File: src/rtl/raven_spi_pkg.sv
// raven_spi_pkg: shared state encoding and command constants for the Raven SPI initiator
package raven_spi_pkg;
  typedef enum logic [1:0] {IDLE, SHIFT, HOLD, GAP} state_t;
  localparam logic [7:0] CMD_WRITE = 8'h80;
  localparam logic [7:0] CMD_READ = 8'h40;
  localparam logic [7:0] CMD_RW = 8'hC0;
  localparam int MAX_NBYTES = 15;
endpackage

File: src/rtl/raven_spi_tick.sv
// raven_spi_tick: half-period timer pulsing tick every CLK_DIV cycles after clear
module raven_spi_tick #(
  parameter int CLK_DIV = 4
) (
  input  logic clk,
  input  logic reset,
  input  logic clear,
  output logic tick
);
  localparam int W = CLK_DIV > 1 ? $clog2(CLK_DIV) : 1;
  logic [W-1:0] cnt;
  assign tick = cnt == W'(CLK_DIV - 1);
  always_ff @(posedge clk)
    cnt <= (reset || clear || tick) ? '0 : cnt + W'(1);
endmodule

File: src/rtl/raven_spi_master.sv
// raven_spi_master: mode-0 SPI initiator shifting cmd, addr and 0-15 full-duplex data bytes
module raven_spi_master
  import raven_spi_pkg::*;
#(
  parameter int CLK_DIV = 4
) (
  input  logic       clk,
  input  logic       reset,
  input  logic       start,
  input  logic [7:0] cmd,
  input  logic [7:0] addr,
  input  logic [3:0] nbytes,
  input  logic [7:0] tx_data,
  output logic       tx_ready,
  output logic [7:0] rx_data,
  output logic       rx_valid,
  output logic       busy,
  output logic       done,
  output logic       csb,
  output logic       sck,
  output logic       sdi,
  input  logic       sdo
);
  state_t state, state_d;
  logic tick, accept, rise, fall, at_last, byte_end;
  logic [10:0] bit_idx, last_bit;
  logic [7:0] tx_sh, rx_sh, addr_q, next_byte;
  logic [3:0] nb;
  assign accept = state == IDLE && start;
  assign rise = state == SHIFT && tick && !sck;
  assign fall = state == SHIFT && tick && sck;
  assign last_bit = {4'd0, nb, 3'd0} + 11'd15;
  assign at_last = bit_idx == last_bit;
  assign byte_end = bit_idx[2:0] == 3'd7;
  assign next_byte = bit_idx[10:3] == 8'd0 ? addr_q : tx_data;
  raven_spi_tick #(.CLK_DIV(CLK_DIV)) u_tick (
    .clk(clk),
    .reset(reset),
    .clear(accept),
    .tick(tick)
  );
  always_comb begin
    state_d = state;
    state_d = accept ? SHIFT :
              (fall && at_last) ? HOLD :
              (state == HOLD && tick) ? GAP :
              (state == GAP && tick) ? IDLE : state;
  end
  always_ff @(posedge clk) begin
    if (reset) begin
      state <= IDLE;
      csb <= 1'b1;
      sck <= 1'b0;
      sdi <= 1'b0;
      busy <= 1'b0;
      done <= 1'b0;
      tx_ready <= 1'b0;
      rx_valid <= 1'b0;
      rx_data <= 8'h00;
      bit_idx <= '0;
      tx_sh <= '0;
      rx_sh <= '0;
      addr_q <= '0;
      nb <= '0;
    end else begin
      state <= state_d;
      done <= 1'b0;
      tx_ready <= 1'b0;
      rx_valid <= 1'b0;
      if (accept) begin
        csb <= 1'b0;
        busy <= 1'b1;
        tx_sh <= cmd;
        sdi <= cmd[7];
        addr_q <= addr;
        nb <= nbytes;
        bit_idx <= '0;
      end
      if (rise) begin
        sck <= 1'b1;
        rx_sh <= {rx_sh[6:0], sdo};
        if (byte_end && |bit_idx[10:4]) begin
          rx_data <= {rx_sh[6:0], sdo};
          rx_valid <= 1'b1;
        end
      end
      if (fall) begin
        sck <= 1'b0;
        bit_idx <= bit_idx + 11'd1;
        if (!at_last && byte_end) begin
          tx_sh <= next_byte;
          sdi <= next_byte[7];
          tx_ready <= |bit_idx[10:3];
        end else if (!at_last) begin
          tx_sh <= {tx_sh[6:0], 1'b0};
          sdi <= tx_sh[6];
        end
      end
      if (state == HOLD && tick) begin
        csb <= 1'b1;
        done <= 1'b1;
        sdi <= 1'b0;
      end
      if (state == GAP && tick)
        busy <= 1'b0;
    end
  end
endmodule

File: config.mk
export PLATFORM = sky130hd
export DESIGN_NAME = raven_spi_master
export DESIGN_NICKNAME = d
export VERILOG_FILES = /design/src/rtl/raven_spi_pkg.sv /design/src/rtl/raven_spi_tick.sv /design/src/rtl/raven_spi_master.sv
export SDC_FILE = /design/constraint.sdc
export NUM_CORES = 1
export LEC_CHECK = 0
export ABC_AREA = 1
export BUFFER_PORTS_ARGS = -buffer_cell sky130_fd_sc_hd__buf_2
export CORE_MARGIN = 2
export CORE_UTILIZATION = 56
export CTS_BUF_LIST = sky130_fd_sc_hd__clkbuf_4 sky130_fd_sc_hd__clkbuf_8 sky130_fd_sc_hd__clkbuf_16
export DETAILED_ROUTE_END_ITERATION = 7
export GPL_TIMING_DRIVEN = 1
export PLACE_DENSITY = 0.78
export SYNTH_ARGS = -nofsm -noshare
export SYNTH_HDL_FRONTEND = slang
export SYNTH_SLANG_ARGS = --single-unit
File: constraint.sdc
create_clock -name clk -period 1.8 [get_ports clk]
set_input_delay 0.18 -clock clk [delete_from_list [all_inputs] [get_ports clk]]
set_output_delay 0.18 -clock clk [all_outputs]
set_load 0.1 [all_outputs]
== Word level (Yosys, flattened, before mapping) ==
Cells that the tools add are included.
Storage, ports and cells
  memory bits (read-only): 0
  logic and storage cells: 72
  output and inout bits: 15
  memories: 0
  latch bits: 0
  bits in registers: 57
  RAM bits: 0
Operators by class
  shift operators: 0
  divide/modulo/power cells: 0
  mux-type cells: 17
  add/subtract/negate cells: 3
  $lt $le $gt $ge: 0
  multiply operators: 0
  reductions and logical operators: 27
  eq/ne operators: 6
  bitwise logic cells: 3
Operator list (count)
  two-way mux 8 bit: 5
  two-way mux 11 bit: 2
  adder 11 x 1 -> 11 bit (second input constant): 1
  equality test 11 x 8 -> 1 bit: 1
  OR reduction 2 bit: 5
  logical AND 1 bit: 9
  adder 7 x 4 -> 8 bit (second input constant): 1
  zero test 8 bit: 1
  OR reduction 8 bit: 1
  two-way mux 1 bit: 7
  OR reduction 7 bit: 1
  equality test 2 bit (second input constant): 3
  two-way mux 2 bit: 3
  nonzero test 4 bit: 1
  equality test 3 bit (second input constant): 1
  inverter 1 bit: 3
  nonzero test 3 bit: 1
  OR reduction 3 bit: 1
  adder 2 x 1 -> 2 bit (second input constant): 1
  equality test 2 x 1 -> 1 bit (second input constant): 1
  zero test 1 bit: 2
  zero test 2 bit: 1
  logical OR 1 bit: 2
  AND reduction 2 bit: 1
  nonzero test 2 bit: 1

== Logic depth before layout (Yosys ltp) ==
  depth in word-level cells: 6
  gate-level depth with buffers: 13

== Cells and area by module ==
From an unflattened synthesis, not the netlist that was laid out.
Unflattened totals
  cells, all modules: 376
  area total of the unflattened synthesis: 2600.0 µm²
By module, submodules not included
  raven_spi_master: cells an instance 367, times used 1, area each 2524.9 µm²
  raven_spi_tick: cells an instance 9, times used 1, area each 75.1 µm²

== Worst setup path before layout ==
No wires, ideal clock.
  kind: flip-flop to flip-flop
  start point: reg sck
  end point: reg bit_idx[7]
  setup time: 0.116 ns
  path buffers: 1
  stages on the path, launching flop included: 7
  arrival: 1.796 ns
  clock period less this slack: 1.912 ns
  slack: -0.112 ns
  cells stage by stage: dfxtp_1 > nand2_1 > inv_2 > buf_4 > nand2_1 > o21ai_1 > a21oi_1
Between the ends
  word-level cells in the longest chain between the ends: 2
  elaborated cells between the ends (all ways): 3
RTL lines
  start: declaration: RTL line raven_spi_master.sv:20  | output logic sck,
  start signal: assignment: RTL line raven_spi_master.sv:53  | sck <= 1'b0;
  start signal: assignment: RTL line raven_spi_master.sv:80  | sck <= 1'b1;
  start signal: assignment: RTL line raven_spi_master.sv:88  | sck <= 1'b0;
  logical AND 1 bit *: RTL line raven_spi_master.sv:31  | assign fall = state == SHIFT && tick && sck;
  two-way mux 11 bit or nonzero test 2 bit (tied branches)
  end signal: assignment: RTL line raven_spi_master.sv:89  | bit_idx <= bit_idx + 11'd1;
  end: declaration: RTL line raven_spi_master.sv:26  | logic [10:0] bit_idx, last_bit;
Mark *: on every way between the ends. The rest lies on a longest branch, timed or not.
A chain may end at the register's enable or synchronous reset.

== Worst setup path after layout ==
  start point: reg nb[0]
  end point: reg tx_sh[0]
Between the ends
  word-level cells in the longest chain between the ends: 6
  elaborated cells between the ends (all ways): 7
RTL lines
  start: declaration: RTL line raven_spi_master.sv:28  | logic [3:0] nb;
  start signal: assignment: RTL line raven_spi_master.sv:76  | nb <= nbytes;
  adder 7 x 4 -> 8 bit *: RTL line raven_spi_master.sv:32  | assign last_bit = {4'd0, nb, 3'd0} + 11'd15;
  equality test 11 x 8 -> 1 bit *: RTL line raven_spi_master.sv:33  | assign at_last = bit_idx == last_bit;
  zero test 1 bit
  logical AND 1 bit: RTL line raven_spi_master.sv:90  | if (!at_last && byte_end) begin
  two-way mux 8 bit *: RTL line raven_spi_master.sv:90
  two-way mux 8 bit *: RTL line raven_spi_master.sv:87  | if (fall) begin
  end signal: assignment: RTL line raven_spi_master.sv:73  | tx_sh <= cmd;
  end signal: assignment: RTL line raven_spi_master.sv:91  | tx_sh <= next_byte;
  end signal: assignment: RTL line raven_spi_master.sv:95  | tx_sh <= {tx_sh[6:0], 1'b0};
  end: declaration: RTL line raven_spi_master.sv:27  | logic [7:0] tx_sh, rx_sh, addr_q, next_byte;
Marks and branches as above.

==> out/results.txt <==
Drt first pass iters = 4
Layout Cells excl Fill = 519
Static Leakage = 1.49 nW
Pre-CTS WS = 0.0638 ns
Dpl cells = 510
Die area = 5440 um2
Via Count = 2668
Final setup fails = 0
Starting DRT DRC Count = 144
Most common cell after layout, fill and taps aside = nand2_1
Critical path capture point type = register
IO buf count = 46
Syn Nets = 436
Final WS setup = 0.134 ns
Via density = 5.14
Worst Path Required = 2.07 ns
Placed Area = 3060 um2
CTS Sinks = 56
Final core utilization = 0.677
Minimum clock period = 1.67 ns
Synth warn = 0
Nets = 487
CTS H-tree lvls = 2
WS Path Type = register to register
Clk_lat worst skew = 0.32 ns
M1 wire length = 2850 um
Largest net degree at the start of global routing = 29
Final hold violations = 0
Cells after Synth = 400
All-layer global routing usage = 0.251
Top routing layer used = met4
F_max = 0.600 GHz
Outcome = finished, final reports clean
Syn Area/Cell = 6.82 um2
Yosys top cell by area = dfxtp_1
Mapped Area = 2730 um2
Asr flop ratio synth = 0
Max-cap violations = 0
Post-synth EDFFs = 0
Worst-margin pin slew = 0.472 ns
Detail Placement HPWL = 4570 um
Period utilisation layout = 0.926
CP Launch Type = register
Crit path max fanout = 16
Yosys top cell area share = 0.411
Vias in the first global route = 2465
Register area share after synthesis = 0.411
PnR Total Power = 2.46 mW
Row cnt = 25
Area Overhead vs Synth = 17.2%
Hold WS = 0.0541 ns
Clock buffer depth = 2
Final wirelength = 6190 um
Boundary Pins = 47
Worst hold-check path type = input port to register
Setup TNS = 0 ns
Yosys reg bits = 56
CTS root buffer = clkbuf_8
Core area = 4720 um2
Post-synth cell types = 30
Final GP Congestion = 0.894
Total CTS buffers = 5
Ant diodes = 0
Crit path DAT = 1.93 ns
Die width = 73.8 um
Total gr overflow = 0
Primary FF master, synth = dfxtp_1
Global-route wire length before repair = 10700 um
Ratio of cells with drive above 1 in the final layout = 0.217
Design area = 3200 um2
Worst rel slew slack = 0.682
Clk_skew = 0.00677 ns
Starting Density = 0.577
Dominant cells by area after synthesis = dfxtp_1 (41%), nand2_1 (14%), o21ai_0 (8.3%)
Drt wl/cell = 11.9 um
Met3 wire len = 317 um
CTS tree = yes
Commonest cells after routing, fill and taps aside = nand2_1 (100), dfxtp_1 (53), nor2_1 (48), buf_2 (46), o21ai_0 (45)
Die Y = 73.8 um
Slew Limit Fails = 0
CTS clk-pin slew, worst paths = 0.11 ns
Initial antenna violation count = 0
RSZ-0062 raised after global routing = true
DRC viols = 0
Met2 Wirelength = 2960 um
Pwr dens = 770 nW/um2
Max VDD drop = 0.000600 V
Antenna-violating nets left = 0
==> Yosys cell counts (2+ instances only) <==
cell / number
nand2_2: 3
a221oi_1: 2
nand2_4: 2
ha_1: 4
inv_2: 12
nor2_4: 4
nor3_1: 6
o21ai_1: 6
nand3_1: 30
buf_2: 4
nand4_1: 8
nor2_2: 3
nor2_1: 49
clkbuf_1: 7
a21oi_1: 19
o21ai_0: 45
nand2_1: 101
dfxtp_1: 56
inv_1: 28
==> timing repair <==
action	CTS	global route
setup buffers	0	1
resized for setup	0	6
endpoints found under the setup margin	0	10
endpoints found under the hold margin	0	0
hold buffers	0	0
==> layer usage <==
layer / global-route usage / vias to the layer above
met1: 0.332 / 1195
met3: 0.0508 / 7
li1: - / 1402
met4: 0.0707 / 0
met5: 0 / -
met2: 0.415 / 64
==> cells by family (layout without fill, tap and decap cells) <==
kind of cell,Yosys count,in the layout,synth area share
AND/OR/NAND/NOR,210,210,0.345
buffers and inverters,55,107,0.0817
flip-flops,56,56,0.411
AO/OA/AOI/OAI,75,75,0.144
adder cells (fa/ha/maj),4,4,0.0183
==> worst max-delay path, stage by stage (launching register included) <==
cell	delay [ns]
dfxtp_2	0.35
ha_1	0.29
inv_1	0.04
nand2_1	0.05
nand2_1	0.06
nor2_2	0.09
nand2_2	0.09
nor2_8	0.15
nand2_8	0.11
buf_4	0.17
nand2_4	0.05
nand2_2	0.05
a21oi_2	0.11
==> power breakdown <==
part	switching [mW]	internal [mW]	total, mW
sequential	0.0280	1.29	1.31
clock	0.435	0.420	0.855
combinational	0.192	0.101	0.293
==> registers in the layout, summed over array words and instances, names as in the netlist, 2 cells and up <==
signal / flops
bit_idx: 11
addr_q: 8
rx_data: 8
rx_sh: 7
tx_sh: 7
nb: 4
state: 2
u_tick.cnt: 2
==> area by class of cell <==
class                      count  area (um2)
clock buffer                   5        68.8
clock inverter                 3        46.3
fill                         419        1530
inverter                      41         156
multi-input combinational    289        1400
sequential                    56        1120
tap                           67        83.8
timing repair buffer          58         320
==> worst paths after layout <==
path                 startpoint       endpoint  slack (ns)  cells past startpoint
hold reg to reg   u_tick.cnt[0]  u_tick.cnt[0]        0.45                      1
hold / removal              sdo     rx_data[0]        0.05                      3
setup reg to reg          nb[0]       tx_sh[0]        0.13                     12
setup / recovery          nb[0]       tx_sh[0]        0.13                     12
(Power assumes the default switching activity.)
